## src/rtl/interrupt_sequencer_if.sv

```systemverilog
`default_nettype none
// ============================================================================
// Module   : interrupt_sequencer_if
// Purpose  : Controller/CPU-facing signal bundle of the interrupt sequencer.
// Revision : 1.0 - initial release
// ============================================================================
interface interrupt_sequencer_if;
  logic [11:0] next_interrupt;
  logic        boundary;
  logic        ie_set;
  logic        ie_clear;
  logic        cpu_ack;
  logic [11:0] pc_in;
  logic        ret_strobe;
  logic        irq_take;
  logic [11:0] irq_vector;
  logic        ctl_dismiss;
  logic [11:0] ctl_data;
  logic        ret_valid;
  logic [11:0] ret_pc;
  logic        ie;
  logic [11:0] level;
  logic [2:0]  depth;
  logic        err;

  modport slave (
    input  next_interrupt, boundary, ie_set, ie_clear, cpu_ack, pc_in, ret_strobe,
    output irq_take, irq_vector, ctl_dismiss, ctl_data, ret_valid, ret_pc,
           ie, level, depth, err
  );

  modport master (
    output next_interrupt, boundary, ie_set, ie_clear, cpu_ack, pc_in, ret_strobe,
    input  irq_take, irq_vector, ctl_dismiss, ctl_data, ret_valid, ret_pc,
           ie, level, depth, err
  );
endinterface
`default_nettype wire

```

## src/rtl/interrupt_sequencer.sv

```systemverilog
`default_nettype none
// ============================================================================
// Module   : interrupt_sequencer
// Purpose  : Takes prioritised interrupts at instruction boundaries, vectors
//            the CPU, dismisses the line and keeps a {level, PC} nesting stack.
// Revision : 1.0 - initial release
// ============================================================================
module interrupt_sequencer #(
  parameter int          DEPTH     = 4,
  parameter logic [11:0] VEC_BASE  = 12'o0100,
  parameter int          VEC_SHIFT = 1
) (
  input  logic                  clk,
  input  logic                  rst,
  interrupt_sequencer_if.slave  bus
);

  localparam int          C_AW    = (DEPTH > 1) ? $clog2(DEPTH) : 1;
  localparam int          C_SLOTS = 1 << C_AW;
  localparam logic [3:0]  C_DEPTH = 4'(DEPTH);
  localparam logic [11:0] C_NONE  = 12'o7777;

  typedef enum logic [1:0] {
    S_IDLE    = 2'd0,
    S_REQ     = 2'd1,
    S_DISMISS = 2'd2
  } state_t;

  state_t r_state;
  state_t w_state_nxt;

  logic            r_ie;
  logic [11:0]     r_level;
  logic [11:0]     r_id;
  logic [11:0]     r_vector;
  logic [11:0]     r_ret_pc;
  logic            r_ret_valid;
  logic            r_err;
  logic [3:0]      r_cnt;
  logic [11:0]     r_stk_lvl [C_SLOTS];
  logic [11:0]     r_stk_pc  [C_SLOTS];

  logic            w_pending;
  logic            w_take;
  logic            w_push;
  logic            w_pop;
  logic            w_err_set;
  logic [11:0]     w_vec;
  logic [C_AW-1:0] w_push_idx;
  logic [C_AW-1:0] w_pop_idx;

  // Lower id means higher priority; equal priority never preempts.
  assign w_pending = (bus.next_interrupt != C_NONE) && r_ie &&
                     (bus.next_interrupt < r_level) && (r_cnt < C_DEPTH);
  assign w_vec      = VEC_BASE + (bus.next_interrupt << VEC_SHIFT);
  assign w_push_idx = r_cnt[C_AW-1:0];
  assign w_pop_idx  = w_push_idx - C_AW'(1);

  always_ff @(posedge clk) begin
    if (rst) begin
      r_state <= S_IDLE;
    end else begin
      r_state <= w_state_nxt;
    end
  end

  always_comb begin
    w_state_nxt = r_state;
    w_take      = 1'b0;
    w_push      = 1'b0;
    w_pop       = 1'b0;
    w_err_set   = 1'b0;
    case (r_state)
      S_IDLE: begin
        // A return pre-empts a take; the take is re-evaluated at the restored level.
        if (bus.ret_strobe) begin
          if (r_cnt != 4'd0) begin
            w_pop = 1'b1;
          end else begin
            w_err_set = 1'b1;
          end
        end else if (w_pending && bus.boundary) begin
          w_take      = 1'b1;
          w_state_nxt = S_REQ;
        end
      end
      S_REQ: begin
        w_err_set = bus.ret_strobe;
        if (bus.cpu_ack) begin
          w_push      = 1'b1;
          w_state_nxt = S_DISMISS;
        end else if (bus.ie_clear) begin
          w_state_nxt = S_IDLE;
        end
      end
      S_DISMISS: begin
        w_err_set   = bus.ret_strobe;
        w_state_nxt = S_IDLE;
      end
      default: begin
        w_state_nxt = S_IDLE;
      end
    endcase
  end

  always_ff @(posedge clk) begin
    if (rst) begin
      r_ie        <= 1'b0;
      r_level     <= C_NONE;
      r_id        <= 12'd0;
      r_vector    <= 12'd0;
      r_ret_pc    <= 12'd0;
      r_ret_valid <= 1'b0;
      r_err       <= 1'b0;
      r_cnt       <= 4'd0;
    end else begin
      r_ret_valid <= w_pop;
      if (w_take) begin
        r_id     <= bus.next_interrupt;
        r_vector <= w_vec;
      end
      if (w_err_set) begin
        r_err <= 1'b1;
      end
      if (w_push) begin
        r_level <= r_id;
        r_ie    <= 1'b0;
        if (r_cnt < C_DEPTH) begin
          r_cnt <= r_cnt + 4'd1;
        end
      end else if (w_pop) begin
        r_level  <= r_stk_lvl[w_pop_idx];
        r_ret_pc <= r_stk_pc[w_pop_idx];
        r_ie     <= 1'b1;
        r_cnt    <= r_cnt - 4'd1;
      end else if (bus.ie_clear) begin
        r_ie <= 1'b0;
      end else if (bus.ie_set) begin
        r_ie <= 1'b1;
      end
    end
  end

  // Stack contents need no reset: occupancy alone defines what is live.
  always_ff @(posedge clk) begin
    if (w_push && (r_cnt < C_DEPTH)) begin
      r_stk_lvl[w_push_idx] <= r_level;
      r_stk_pc[w_push_idx]  <= bus.pc_in;
    end
  end

  assign bus.irq_take    = (r_state == S_REQ);
  assign bus.irq_vector  = r_vector;
  assign bus.ctl_dismiss = (r_state == S_DISMISS);
  assign bus.ctl_data    = r_id;
  assign bus.ret_valid   = r_ret_valid;
  assign bus.ret_pc      = r_ret_pc;
  assign bus.ie          = r_ie;
  assign bus.level       = r_level;
  // A full 8-deep stack reports 7 on the 3-bit occupancy output.
  assign bus.depth       = (r_cnt > 4'd7) ? 3'd7 : r_cnt[2:0];
  assign bus.err         = r_err;

endmodule
`default_nettype wire

```

## src/flat_wrapper.sv

```systemverilog
// flat-port wrapper written by rule: the top's interface ports become plain ports
module interrupt_sequencer_flat 
#(
  parameter int          DEPTH     = 4,
  parameter logic [11:0] VEC_BASE  = 12'o0100,
  parameter int          VEC_SHIFT = 1
)
  (clk, rst, bus_next_interrupt, bus_boundary, bus_ie_set, bus_ie_clear, bus_cpu_ack, bus_pc_in, bus_ret_strobe, bus_irq_take, bus_irq_vector, bus_ctl_dismiss, bus_ctl_data, bus_ret_valid, bus_ret_pc, bus_ie, bus_level, bus_depth, bus_err);
  interrupt_sequencer_if bus_i ();
  input  logic clk;
  input  logic rst;
  input wire logic [$bits(bus_i.next_interrupt)-1:0] bus_next_interrupt;
  input wire logic [$bits(bus_i.boundary)-1:0] bus_boundary;
  input wire logic [$bits(bus_i.ie_set)-1:0] bus_ie_set;
  input wire logic [$bits(bus_i.ie_clear)-1:0] bus_ie_clear;
  input wire logic [$bits(bus_i.cpu_ack)-1:0] bus_cpu_ack;
  input wire logic [$bits(bus_i.pc_in)-1:0] bus_pc_in;
  input wire logic [$bits(bus_i.ret_strobe)-1:0] bus_ret_strobe;
  output wire logic [$bits(bus_i.irq_take)-1:0] bus_irq_take;
  output wire logic [$bits(bus_i.irq_vector)-1:0] bus_irq_vector;
  output wire logic [$bits(bus_i.ctl_dismiss)-1:0] bus_ctl_dismiss;
  output wire logic [$bits(bus_i.ctl_data)-1:0] bus_ctl_data;
  output wire logic [$bits(bus_i.ret_valid)-1:0] bus_ret_valid;
  output wire logic [$bits(bus_i.ret_pc)-1:0] bus_ret_pc;
  output wire logic [$bits(bus_i.ie)-1:0] bus_ie;
  output wire logic [$bits(bus_i.level)-1:0] bus_level;
  output wire logic [$bits(bus_i.depth)-1:0] bus_depth;
  output wire logic [$bits(bus_i.err)-1:0] bus_err;
  assign bus_i.next_interrupt = bus_next_interrupt;
  assign bus_i.boundary = bus_boundary;
  assign bus_i.ie_set = bus_ie_set;
  assign bus_i.ie_clear = bus_ie_clear;
  assign bus_i.cpu_ack = bus_cpu_ack;
  assign bus_i.pc_in = bus_pc_in;
  assign bus_i.ret_strobe = bus_ret_strobe;
  assign bus_irq_take = bus_i.irq_take;
  assign bus_irq_vector = bus_i.irq_vector;
  assign bus_ctl_dismiss = bus_i.ctl_dismiss;
  assign bus_ctl_data = bus_i.ctl_data;
  assign bus_ret_valid = bus_i.ret_valid;
  assign bus_ret_pc = bus_i.ret_pc;
  assign bus_ie = bus_i.ie;
  assign bus_level = bus_i.level;
  assign bus_depth = bus_i.depth;
  assign bus_err = bus_i.err;
  interrupt_sequencer #(.DEPTH(DEPTH), .VEC_BASE(VEC_BASE), .VEC_SHIFT(VEC_SHIFT)) u_core (.clk(clk), .rst(rst), .bus(bus_i));
endmodule
```

## config.mk

```make
export PLATFORM = sky130hd
export DESIGN_NAME = interrupt_sequencer_flat
export DESIGN_NICKNAME = d
export VERILOG_FILES = /design/src/rtl/interrupt_sequencer_if.sv /design/src/rtl/interrupt_sequencer.sv /design/src/flat_wrapper.sv
export SDC_FILE = /design/constraint.sdc
export NUM_CORES = 1
export LEC_CHECK = 0
export ABC_AREA = 1
export BUFFER_PORTS_ARGS = -buffer_cell sky130_fd_sc_hd__buf_4
export CORE_UTILIZATION = 45
export CTS_BUF_LIST = sky130_fd_sc_hd__clkbuf_4
export CTS_CLUSTER_DIAMETER = 40
export DETAILED_ROUTE_END_ITERATION = 12
export HOLD_SLACK_MARGIN = 0.02
export PLACE_DENSITY = 0.66
export SYNTH_ARGS = -nofsm -noshare
export SYNTH_HDL_FRONTEND = slang
export SYNTH_SLANG_ARGS = --single-unit
```

## constraint.sdc

```tcl
create_clock -name clk -period 2.8 [get_ports clk]
set_input_delay 0.56 -clock clk [delete_from_list [all_inputs] [get_ports clk]]
set_output_delay 0.56 -clock clk [all_outputs]
set_load 0.02 [all_outputs]
```

After elaboration in Yosys (flattened, before gate mapping) --
Memories as Yosys holds them, arrays and structs flattened. A register that Yosys moved wholly into a read port is not among the register bits. Cells that the tools add are included.
Cells by class: add/sub/neg operators 4, multiply operators 0, divide/modulo/power cells 0, magnitude comparators 3, eq/ne operators 7, shift-type cells 0, muxes and demuxes 27, bitwise operators 1, reductions and logical operators 14
Operator list (count):
- 12-bit 2-to-1 mux | 2
- 1-bit 2-to-1 mux | 15
- 7-bit by 12-bit adder with 12-bit output, first input constant | 1
- 12-bit < comparator | 1
- 4-bit 2-to-1 mux | 3
- 12-bit != test, second input constant | 1
- 2-bit 2-to-1 mux | 4
- 1-bit logical AND | 5
- 4-bit by 1-bit adder with 4-bit output, second input constant | 1
- 4-bit by 3-bit > comparator with 1-bit output, second input constant | 1
- 4-bit by 3-bit < comparator with 1-bit output, second input constant | 1
- 2-bit != test, second input constant | 2
- 2-bit one-hot mux with 2 select lines | 1
- 2-bit AND reduction | 2
- 4-bit nonzero test | 1
- 2-bit OR reduction | 2
- 4-bit by 1-bit subtractor with 4-bit output, second input constant | 1
- 3-bit 2-to-1 mux | 1
- 3-bit != test, second input constant | 1
- 3-bit AND reduction | 1
- 3-bit nonzero test | 1
- 2-bit by 1-bit == test with 1-bit output, second input constant | 1
- 2-bit == test, second input constant | 1
- 2-bit zero test | 1
- other kinds (5) | 5
Word-level totals: flip-flop bits (word level) 45, latch bits 0, bits in writable memories 96, memory bits (read-only) 0, bits of input ports 31, output and inout port bits 56, word-level logic and storage cells 66, memories 2
Memory list:
- u_core.r_stk_lvl | words 4, bits a word 12, rd ports 1, clocked after memory_dff 0, write ports 1, line interrupt_sequencer.sv:40 | logic [11:0] r_stk_lvl [C_SLOTS];
- u_core.r_stk_pc | words 4, bits a word 12, rd ports 1, clocked after memory_dff 1, write ports 1, line interrupt_sequencer.sv:41 | logic [11:0] r_stk_pc [C_SLOTS];

Logic depth before layout (Yosys ltp) --
Gate-level depths: netlist of the first run.
depth in word-level cells 8, mapped depth 14, depth with buffers taken out 14

Worst setup path after synthesis of the first run --
OpenSTA, ideal clock, no wires.
kind register to register, start point register u_core.r_cnt[0], end point memory u_core.r_stk_lvl[0][0] (enable), setup time 405 ps, arrival time 2376 ps, data required time 2395 ps, setup slack 20 ps, stages on the path, launching flop included 9, path buffers 2, clock period less this slack 2780 ps, path through dfxtp_1 buf_2 clkinv_1 clkbuf_1 ha_1 inv_1 nor2_1 inv_1 nor2_1
On the way: cells in the longest elaborated chain, start to end 4
Ends and longest elaborated chain:
- start: declaration | line interrupt_sequencer.sv:39 | logic [3:0] r_cnt;
- start signal: assignment | line interrupt_sequencer.sv:129 | r_cnt <= r_cnt + 4'd1;
- start signal: assignment | line interrupt_sequencer.sv:135 | r_cnt <= r_cnt - 4'd1;
- 4-bit by 3-bit < comparator with 1-bit output | line interrupt_sequencer.sv:146 | if (w_push && (r_cnt < C_DEPTH)) begin
- 1-bit logical AND | line interrupt_sequencer.sv:146
- 1-bit 2-to-1 mux | line interrupt_sequencer.sv:146
- 1-bit 2-to-1 mux (not written as such) | line interrupt_sequencer.sv:147 | r_stk_lvl[w_push_idx] <= r_level;
- end: declaration | line interrupt_sequencer.sv:40
Parallel ways exist; a longest one is shown, timed or not.

Final worst setup path of the first run --
start point register u_core.r_level[5], in the netlist u_core.bus.level[5], end point register u_core.r_vector[6], in the netlist u_core.bus.irq_vector[6]
On the way: cells in the longest elaborated chain, start to end 7
Ends and longest elaborated chain:
- start: declaration | line interrupt_sequencer.sv:33 | logic [11:0] r_level;
- start signal: assignment | line interrupt_sequencer.sv:126 | r_level <= r_id;
- start signal: assignment | line interrupt_sequencer.sv:132 | r_level <= r_stk_lvl[w_pop_idx];
- 12-bit < comparator | line interrupt_sequencer.sv:54 | (bus.next_interrupt < r_level) && (r_cnt < C_DEPTH);
- 1-bit logical AND | line interrupt_sequencer.sv:53 | assign w_pending = (bus.next_interrupt != C_NONE) && r_ie &&
- 1-bit logical AND | line interrupt_sequencer.sv:54
- 1-bit logical AND | line interrupt_sequencer.sv:82 | end else if (w_pending && bus.boundary) begin
- 1-bit 2-to-1 mux | line interrupt_sequencer.sv:82
- 1-bit 2-to-1 mux | line interrupt_sequencer.sv:76 | if (bus.ret_strobe) begin
- 1-bit 2-to-1 mux | line interrupt_sequencer.sv:73 | case (r_state)
- end signal: assignment | line interrupt_sequencer.sv:120 | r_vector <= w_vec;
- end: declaration | line interrupt_sequencer.sv:35 | logic [11:0] r_vector;
Every way passes these cells. A chain may end at the register's enable or synchronous reset.

==> results of run 1 <==
-- cell usage after synthesis (all sizes together) --
cell / number / area [um2]
a211oi: 1 / 7.51
a21oi: 30 / 154
buf: 18 / 116
clkbuf: 17 / 63.8
clkinv: 1 / 3.75
conb: 1 / 3.75
dfxtp: 51 / 1020
edfxtp: 96 / 2880
fa: 1 / 20.0
ha: 22 / 275
inv: 43 / 161
nand2: 80 / 305
nand3: 9 / 57.6
nand4: 5 / 31.3
nor2: 115 / 437
nor3: 3 / 25.0
nor4: 1 / 6.26
o2111ai: 7 / 61.3
o21ai: 49 / 245
o32ai: 24 / 210
or2: 3 / 21.3
xnor2: 2 / 17.5
xor2: 3 / 26.3
-- routing by layer --
layer	vias up	GRT usage (%)
met2	151	32.8
met4	0	6.96
li1	2162	-
met5	-	0
met1	2151	26.2
met3	19	5.17
-- layout make-up --
cell class              instances  area (um2)  share of cell area (%)
clock buffers                  17         128                    1.78
clock inverters                15         111                    1.56
inverters                      44         165                    2.31
multi-input cells             356        1910                    26.8
flip-flops and latches        147        3900                    54.6
well taps                     176         220                    3.08
repair buffers                 95         713                    9.97
-- power by group through the flow --
stage | sequential (mW) | combinational, mW | clock, mW
3_3_place_gp | 2.94 | 2.60 | 0
3_5_place_dp | 2.96 | 2.68 | 0
2_1_floorplan | 3.11 | 1.59 | 0
6_report | 2.91 | 2.66 | 1.14
5_1_grt | 2.95 | 2.97 | 1.27
4_1_cts | 2.91 | 2.68 | 1.18
-- logic make-up after synthesis --
group / Yosys count / synth area share, %
and+or+nand+nor: 216 / 14.4
DFF: 147 / 63.4
AOI/OAI and AO/OA: 111 / 11.0
buffers and inverters: 79 / 5.61
adders and majority gates: 23 / 4.80
xor gates and xnor gates: 5 / 0.712
other: 1 / 0.0609
-- registers in the layout, indices dropped and copies added, names as in the netlist --
name / flops
u_core.r_state: 2
u_core.bus.ie: 1
u_core.bus.irq_vector: 6
u_core.bus.ret_pc: 12
u_core.bus.err: 1
u_core.r_stk_pc: 48
u_core.r_cnt: 4
u_core.bus.ret_valid: 1
u_core.bus.ctl_data: 12
u_core.bus.level: 12
u_core.r_stk_lvl: 48
-- worst min-delay path by stage --
stage,startpoint,endpoint,slack [ns],cells after the start
detailed placement,u_core.bus.irq_vector[6],u_core.bus.irq_vector[6],0.45,2
finish,bus_pc_in[2],u_core.r_stk_pc[3][2],0.20,1
global route,bus_pc_in[11],u_core.r_stk_pc[2][11],0.15,1
CTS,bus_pc_in[10],u_core.r_stk_pc[3][10],0.16,1
floorplan,u_core.r_cnt[2],u_core.r_cnt[2],0.46,2
global placement,u_core.bus.err,u_core.bus.err,0.44,2
-- through the flow --
stage	hold WS, ns	std cells	total power, mW	worst slack [ns]
final	0.205	850	6.71	0.520
after global routing	0.150	850	7.18	0.264
after CTS	0.156	850	6.77	0.470
after detailed placement	0.448	818	5.63	0.381
after global placement	0.443	818	5.54	0.456
after floorplan	0.462	582	4.71	0.0198
==> results.toml, run 1 <==
[power_and_ir_drop]
power.density_nw_per_um2 = 937
irDropWorstVdd_v = 0.000451
p_sw_share_pct = 40.6
cellInternalPower_mw = 3.98
power.clock.fraction_pct = 17.0
p_leak_nw = 2.85
comb_power_share_pct = 39.7
power.net_switching_mw = 2.73
sequential_power_share_pct = 43.4

[critical_path]
critical-path-slowest-cell = "sky130_fd_sc_hd__dfxtp_1"
worst_setup_slack_for_register_to_register_paths_ns = 0.52
setup.worst_path.start = "u_core.bus.level[5]"
critPathCapture = "u_core.bus.irq_vector[6]"
cp_cell_sequence = "inv_1 -> ha_1 -> a21oi_1 -> nor2_1 -> nor3_1 -> nand2_1 -> nand2_1 -> nand3_4 -> inv_2 -> nand2_1 -> nand2_1 -> a21oi_1"
critical_path_cell_count = 12
worst_path_fanout_max = 26
cp-end-kind = "flip-flop"
crit_path_frequent_cell = "sky130_fd_sc_hd__nand2_1"
crit_family = "simple AND/OR/NAND/NOR gates"
regToRegEndpoint = "u_core.bus.irq_vector[6]"
cp.arrival_ns = 2.73
worst_path_largest_cell_delay_ns = 0.50
cp_num_buf_inv = 2
cp.required_ns = 3.25
rr_startpoint = "u_core.bus.level[5]"
timing.critical_path.from_type = "flip-flop"
number_of_cells_on_the_worst_reg_to_reg_path = 12
critPathKind = "flip-flop to flip-flop"

[routing]
detail_route.wirelength_um = 13500
met2_length_um = 6410
drcViolationCount = 0
firstDrtPassIters = 4
routed_via_density = 5.27
drt-met1-wl_um = 6120
detailroute.via_count = 4483
uppermost_layer_routed = "met4"
antenna_left = 0
dr.first_iter.drc_count = 301
route.detailed.wl_per_inst_um = 15.9
wl_met3_um = 831

[global_routing]
antenna_found_initial = 0
globalRouteTotalUtil_pct = 20.2
globalRouteOverflowTotal = 0
largest_net_degree_at_the_start_of_global_routing = 54
grt_pass1_vias = 4342
wire_length_of_the_first_global_routing_pass_um = 21800

[yosys]
flop_and_latch_count_out_of_synthesis = 147
syn_area_per_cell_um2 = 10.6
seq_total_area_yosys_pct = 63.4
synth_warnings = 0
syn_inst = 582
synth_cell_types = 34
netlist_area_um2 = 6150
synthesis.nets = 636

[place]
place_hpwl_um = 8660
numPortBuffers = 85
place_area_um2 = 6920
gpl.final_weighted_congestion = 0.772

[job]
max_cap_violations = 0

[cells_and_area]
final_design_area_no_fill_um2 = 7160
final_cell_mix = "109 x sky130_fd_sc_hd__nor2_1, 96 x sky130_fd_sc_hd__edfxtp_1, 95 x sky130_fd_sc_hd__buf_4"
area_growth_pct = 16.3
post-route-util_pct = 53.8
final_net_count = 715
num-fill-cells = 1188
antenna-diode-count = 0
layout_commonest_cell = "sky130_fd_sc_hd__nor2_1"
drive_above_1_share_pct = 21.4

[sta]
final.setup_skew_ns = 0.0168
finalCriticalPeriod_ns = 2.28
rsz0062_at_grt = "no"
timing.max_slew.rel_slack_pct = 63.0
hold_viol_final = 0
max_freq_mhz = 439
report.final.slew_viol_count = 0
final_min_period_over_clock_period_pct = 81.4
worst_pin_slew_ns = 0.555
totalNegativeSetupSlack_ns = 0
count_of_final_setup_violators = 0

[die]
fp.coreArea_um2 = 13300
die_height_um = 119
initial_utilization_pct = 46.3
chipWidth_um = 119
design.die.area_um2 = 14100
placement_rows = 42
io_pins = 87

[clocking]
hold_buffers = 0
clk-insertion-delay-late_ns = 0.55
cts_max_level = 4
clock_sink_count = 147
clock-root-buffer = "sky130_fd_sc_hd__clkbuf_4"
number_of_buffers_inserted_during_clock_tree_synthesis = 17
tritoncts = "yes"
cts_resized = 0
post_cts_setup_inserts = 0
clk_pin_slew_worst_paths_ns = 0.12
cts-root-to-sink-buffers = 2

[run_status]
status = "finished clean"

[min_path]
worst_hold_path_type = "primary input to flip-flop"
No activity file was read; power rests on OpenSTA's default activity.
==> inputs of run 2 (changes only) <==
clock period = 2 ns   (was 2.8 ns; I/O delays follow)
==> run 2 against run 1 <==
Cell area grew 7.5%; final cell count grew 4.0%; worst hold slack lost 0.13 ns; first-iteration DRC count grew 19%; critical path type is now flip-flop to primary output; clock power grew 82%; non-clock buffer count grew 34; clock-buffer cell count is the same; highest routed layer unchanged; power grew 57%; largest power group is now combinational logic; core utilization grew 4.0 points.
==> results.toml, run 2 (synthesized netlist as in run 1, its figures left out) <==
[routing]
antenna_left = 0
routed_via_density = 5.10
detailroute.via_count = 4508
detail_route.wirelength_um = 13800
drcViolationCount = 0
route.detailed.wl_per_inst_um = 15.6
firstDrtPassIters = 5
dr.first_iter.drc_count = 357

[min_path]
worst_hold_path_type = "primary input to flip-flop"
worstHoldPathCells = 1

[clocking]
cts-root-to-sink-buffers = 2
cts_max_level = 4
clock-root-buffer = "sky130_fd_sc_hd__clkbuf_4"
clk-insertion-delay-late_ns = 0.54
tritoncts = "yes"
clk_pin_slew_worst_paths_ns = 0.12
number_of_buffers_inserted_during_clock_tree_synthesis = 17
clock_sink_count = 147

[die]
initial_utilization_pct = 46.3
chipWidth_um = 119
placement_rows = 42
io_pins = 87
design.die.area_um2 = 14100
die_height_um = 119
fp.coreArea_um2 = 13300

[critical_path]
critical_path_cell_count = 4
worst_path_fanout_max = 25
critPathKind = "flip-flop to primary output"
cp.arrival_ns = 1.48
critical-path-slowest-cell = "sky130_fd_sc_hd__dfxtp_1"
number_of_cells_on_the_worst_reg_to_reg_path = 11
crit_family = "buffers and inverters"
worst_path_largest_cell_delay_ns = 0.40
critPathCapture = "bus_depth[0]"
cp-end-kind = "primary output"
rr_startpoint = "u_core.r_state[1]"
cp.required_ns = 1.60
worst_setup_slack_for_register_to_register_paths_ns = 0.15
cp_num_buf_inv = 3
setup.worst_path.start = "u_core.r_cnt[0]"
timing.critical_path.from_type = "flip-flop"
cp_cell_sequence = "clkinvlp_4 -> buf_12 -> nand2_1 -> buf_4"
regToRegEndpoint = "u_core.r_cnt[3]"

[global_routing]
globalRouteTotalUtil_pct = 20.5
antenna_found_initial = 0
largest_net_degree_at_the_start_of_global_routing = 50
grt_pass1_vias = 4315
globalRouteOverflowTotal = 0
wire_length_of_the_first_global_routing_pass_um = 22100

[sta]
final.setup_skew_ns = 0.0147
count_of_final_setup_violators = 0
totalNegativeSetupSlack_ns = 0
hold_viol_final = 0
report.final.slew_viol_count = 0
finalCriticalPeriod_ns = 1.88
final_min_period_over_clock_period_pct = 93.9
max_freq_mhz = 533
setup_ws_ns = 0.123

[cells_and_area]
final_net_count = 749
area_growth_pct = 25.0
layout_commonest_cell = "sky130_fd_sc_hd__buf_4"
antenna-diode-count = 0
final_cell_mix = "113 x sky130_fd_sc_hd__buf_4, 108 x sky130_fd_sc_hd__nor2_1, 96 x sky130_fd_sc_hd__edfxtp_1"
reg.largest.list = "u_core.r_stk_lvl x48, u_core.r_stk_pc x48"
drive_above_1_share_pct = 25.6

[place]
gpl.final_weighted_congestion = 0.810
numPortBuffers = 85
place_hpwl_um = 8950
placement.setup.worst_slack_ns = -0.0726

[power_and_ir_drop]
power.density_nw_per_um2 = 1370
p_leak_nw = 3.08
irDropWorstVdd_v = 0.000520

[job]
max_cap_violations = 0

[run_status]
status = "finished clean"
## run 2: cell types whose count changed in the layout (fill, tap and decap cells not counted), sizes merged
cell         before  now
buf              95  121
clkinv           11    4
dlygate4sd3       0    7
clkinvlp          2    7
bufinv            0    4
inv              46   44
clkbuf           17   18
## run 2: final cells by class
cell class                 count  area [um2]
clock inverter                15         209
inverter                      44         171
fill                        1147        5600
timing repair buffer         129        1100
sequential                   147        3910
clock buffer                  17         128
tap                          176         220
multi-input combinational    356        1960
## run 2: layer usage
layer | up-vias | share of wire, % | global-route usage [%]
met5 | - | 0 | 0
met4 | 0 | 0.78 | 6.17
met3 | 8 | 5.9 | 5.32
met2 | 124 | 47 | 33.2
met1 | 2137 | 47 | 27.0
li1 | 2239 | - | -
## run 2: timing repair
| action | in CTS | in global routing |
|---|---|---|
| pin swaps | 0 | 1 |
| cloned | 0 | 1 |
| setup endpoints to repair | 2 | 5 |
| gates resized for setup | 5 | 5 |
| hold endpoints to repair | 16 | 9 |
| hold buffers | 4 | 3 |
| setup buffers | 0 | 3 |
## run 2: worst min-delay path by stage
stage | startpoint | to | slack, ns
2_1_floorplan | u_core.r_cnt[2] | u_core.r_cnt[2] | 0.46
3_3_place_gp | u_core.bus.err | u_core.bus.err | 0.45
3_5_place_dp | u_core.bus.irq_vector[6] | u_core.bus.irq_vector[6] | 0.45
4_1_cts | bus_pc_in[10] | u_core.r_stk_pc[1][10] | 0.02
5_1_grt | bus_pc_in[7] | u_core.r_stk_pc[1][7] | 0.02
6_report | bus_pc_in[4] | u_core.r_stk_pc[0][4] | 0.07
## run 2: stage by stage
stage	std cells	hold WS, ns	area, um2	total power [mW]	util, %
floorplan	582	0.462	6190	6.65	-
global placement	841	0.446	7200	8.19	54.1
detailed placement	841	0.448	7200	8.33	54.1
CTS	877	0.0206	7600	10.5	57.2
global route	884	0.0202	7690	11.2	57.9
finish	884	0.0710	7690	10.5	57.9
## run 2: report_power, final
part | switching [mW] | internal, mW
registers | 0.223 | 3.70
logic | 2.67 | 1.84
clock network | 1.08 | 0.999
==> inputs of run 3 (changes only) <==
==> constraint.sdc (replaced) <==
create_clock -name clk -period 2 [get_ports clk]
set_input_delay 0.1 -clock clk [delete_from_list [all_inputs] [get_ports clk]]
set_output_delay 0.1 -clock clk [all_outputs]
set_load 0.02 [all_outputs]
==> run 3 against run 2 <==
Critical path depth increased by 7; core utilization increased by 0.075 points; flip-flop and latch count unchanged; sequential share of layout area about the same; register-to-register slack about the same; clock-buffer cell count increased by 5; cell area increased by 0.13%; sequential power about the same; global-route usage increased by 0.21 points; clock power decreased by 22%; non-clock buffer count increased by 14; largest cell class unchanged.
==> results.toml, run 3 (synthesized netlist as in run 1, its figures left out) <==
[run_status]
status = "finished clean"

[cells_and_area]
instances_no_fill = 898
reg.largest.list = "u_core.r_stk_lvl x48, u_core.r_stk_pc x48"
final_net_count = 763
antenna-diode-count = 0
drive_above_1_share_pct = 23.8
layout_commonest_cell = "sky130_fd_sc_hd__buf_4"
final_cell_mix = "108 x sky130_fd_sc_hd__buf_4, 107 x sky130_fd_sc_hd__nor2_1, 96 x sky130_fd_sc_hd__edfxtp_1"
area_growth_pct = 25.2
final_design_area_no_fill_um2 = 7700

[power_and_ir_drop]
irDropWorstVdd_v = 0.000559
p_total_mw = 9.87
power.density_nw_per_um2 = 1280
p_leak_nw = 3.11

[place]
numPortBuffers = 85
place_hpwl_um = 9030
placed_cells_incl_taps = 837
gpl.final_weighted_congestion = 0.785
place_area_um2 = 7150

[sta]
final.setup_skew_ns = 0.0143
report.final.slew_viol_count = 0
finalCriticalPeriod_ns = 1.85
hold_viol_final = 0
final_min_period_over_clock_period_pct = 92.4
timing.max_slew.rel_slack_pct = 55.6
max_freq_mhz = 541
rsz0062_at_grt = "no"
worst_pin_slew_ns = 0.665
count_of_final_setup_violators = 0

[clocking]
tritoncts = "yes"
number_of_buffers_inserted_during_clock_tree_synthesis = 17
cts-root-to-sink-buffers = 2
clk_pin_slew_worst_paths_ns = 0.11
clock-root-buffer = "sky130_fd_sc_hd__clkbuf_4"
clk-insertion-delay-late_ns = 0.52
cts_max_level = 4
clock_sink_count = 147
post_cts_setup_inserts = 0

[global_routing]
met3_usage_in_global_routing_pct = 5.51
globalRouteOverflowTotal = 0
gr-usage-met1_pct = 26.3
gr-usage-met2_pct = 34.2
antenna_found_initial = 0
wire_length_of_the_first_global_routing_pass_um = 22600
globalRouteTotalUtil_pct = 20.7
grt_pass1_vias = 4546
global_route.peak_usage_layer = "met2"
largest_net_degree_at_the_start_of_global_routing = 50

[die]
initial_utilization_pct = 46.3
chipWidth_um = 119
placement_rows = 42
die_height_um = 119
design.die.area_um2 = 14100
fp.coreArea_um2 = 13300
io_pins = 87

[critical_path]
critPathKind = "flip-flop to flip-flop"
worst_path_fanout_max = 5
timing.critical_path.from_type = "flip-flop"
cp-end-kind = "flip-flop"
cp.arrival_ns = 2.30
cp.required_ns = 2.46

[routing]
firstDrtPassIters = 4
dr.first_iter.drc_count = 317
detailroute.via_count = 4643
detail_route.wirelength_um = 13900
antenna_left = 0
drcViolationCount = 0
routed_via_density = 5.17
route.detailed.wl_per_inst_um = 15.5

[min_path]
worst_hold_path_type = "primary input to flip-flop"

[job]
max_cap_violations = 0
## run 3: cell count changes in the layout (fill, tap and decap cells not counted), moves of 5 or more
cell,change
sky130_fd_sc_hd__buf_4,-5
sky130_fd_sc_hd__clkinvlp_4,-7
sky130_fd_sc_hd__clkbuf_4,+5
sky130_fd_sc_hd__inv_2,+5
sky130_fd_sc_hd__dlygate4sd3_1,+22
## run 3: area by class of cell
cell class / instances / area, um2
Fill cell: 1146 / 5590
Sequential cell: 147 / 3910
Multi-Input combinational cell: 356 / 1960
Timing Repair Buffer: 143 / 1220
Tap cell: 176 / 220
Clock buffer: 22 / 165
Inverter: 44 / 165
Clock inverter: 10 / 68.8
## run 3: repair_timing
action	in CTS	in global routing
endpoints found under the hold margin	75	0
hold buffers	29	0
setup endpoints to repair	1	4
gates resized for setup	2	7
cloned	0	0
pin swaps	0	1
## run 3: power by group
group / switching [mW] / leakage (nW) / internal (mW)
Combinational: 2.62 / 1.69 / 1.71
Sequential: 0.215 / 1.27 / 3.70
Clock: 0.958 / 0.150 / 0.662
Total: 3.80 / 3.11 / 6.08
## run 3: metrics by stage
| stage | setup slack, ns | TNS, ns | utilization, % | hold WS [ns] |
|---|---|---|---|---|
| final | 0.152 | 0 | 57.9 | 0.272 |
| after global routing | 0.0186 | 0 | 57.9 | 0.281 |
| after global placement | 0.162 | 0 | 53.8 | 0.303 |
| after CTS | 0.0367 | 0 | 57.9 | 0.247 |
| after detailed placement | -0.0158 | -0.0158 | 53.8 | 0.306 |
| after floorplan | -0.0740 | -5.33 | - | 0.199 |
## run 3: layer usage
metal | vias to the layer above | part of all wire, %
met5 | - | 0
met4 | 0 | 0.85
met3 | 10 | 6.6
met2 | 154 | 48
met1 | 2223 | 45
li1 | 2256 | -
## run 3: critical path: stages (launching register included)
cell and delay, ns:
sky130_fd_sc_hd__dfxtp_2 0.36, sky130_fd_sc_hd__inv_1 0.10, sky130_fd_sc_hd__ha_4 0.15, sky130_fd_sc_hd__nand2_2 0.11, sky130_fd_sc_hd__ha_4 0.31, sky130_fd_sc_hd__nand2_1 0.06, sky130_fd_sc_hd__nor2_2 0.10, sky130_fd_sc_hd__a211oi_2 0.05
sky130_fd_sc_hd__or2_2 0.27, sky130_fd_sc_hd__nand3_1 0.09, sky130_fd_sc_hd__o21ai_1 0.06, sky130_fd_sc_hd__a21oi_1 0.11
## run 3: final timing paths
check               startpoint                end  slack [ns]  cells past startpoint
max          u_core.r_state[1]    u_core.r_cnt[3]        0.15                     11
min               bus_boundary  u_core.r_state[1]        0.27                      9
min reg2reg     u_core.bus.err     u_core.bus.err        0.46                      2
max reg2reg  u_core.r_state[1]    u_core.r_cnt[3]        0.15                     11
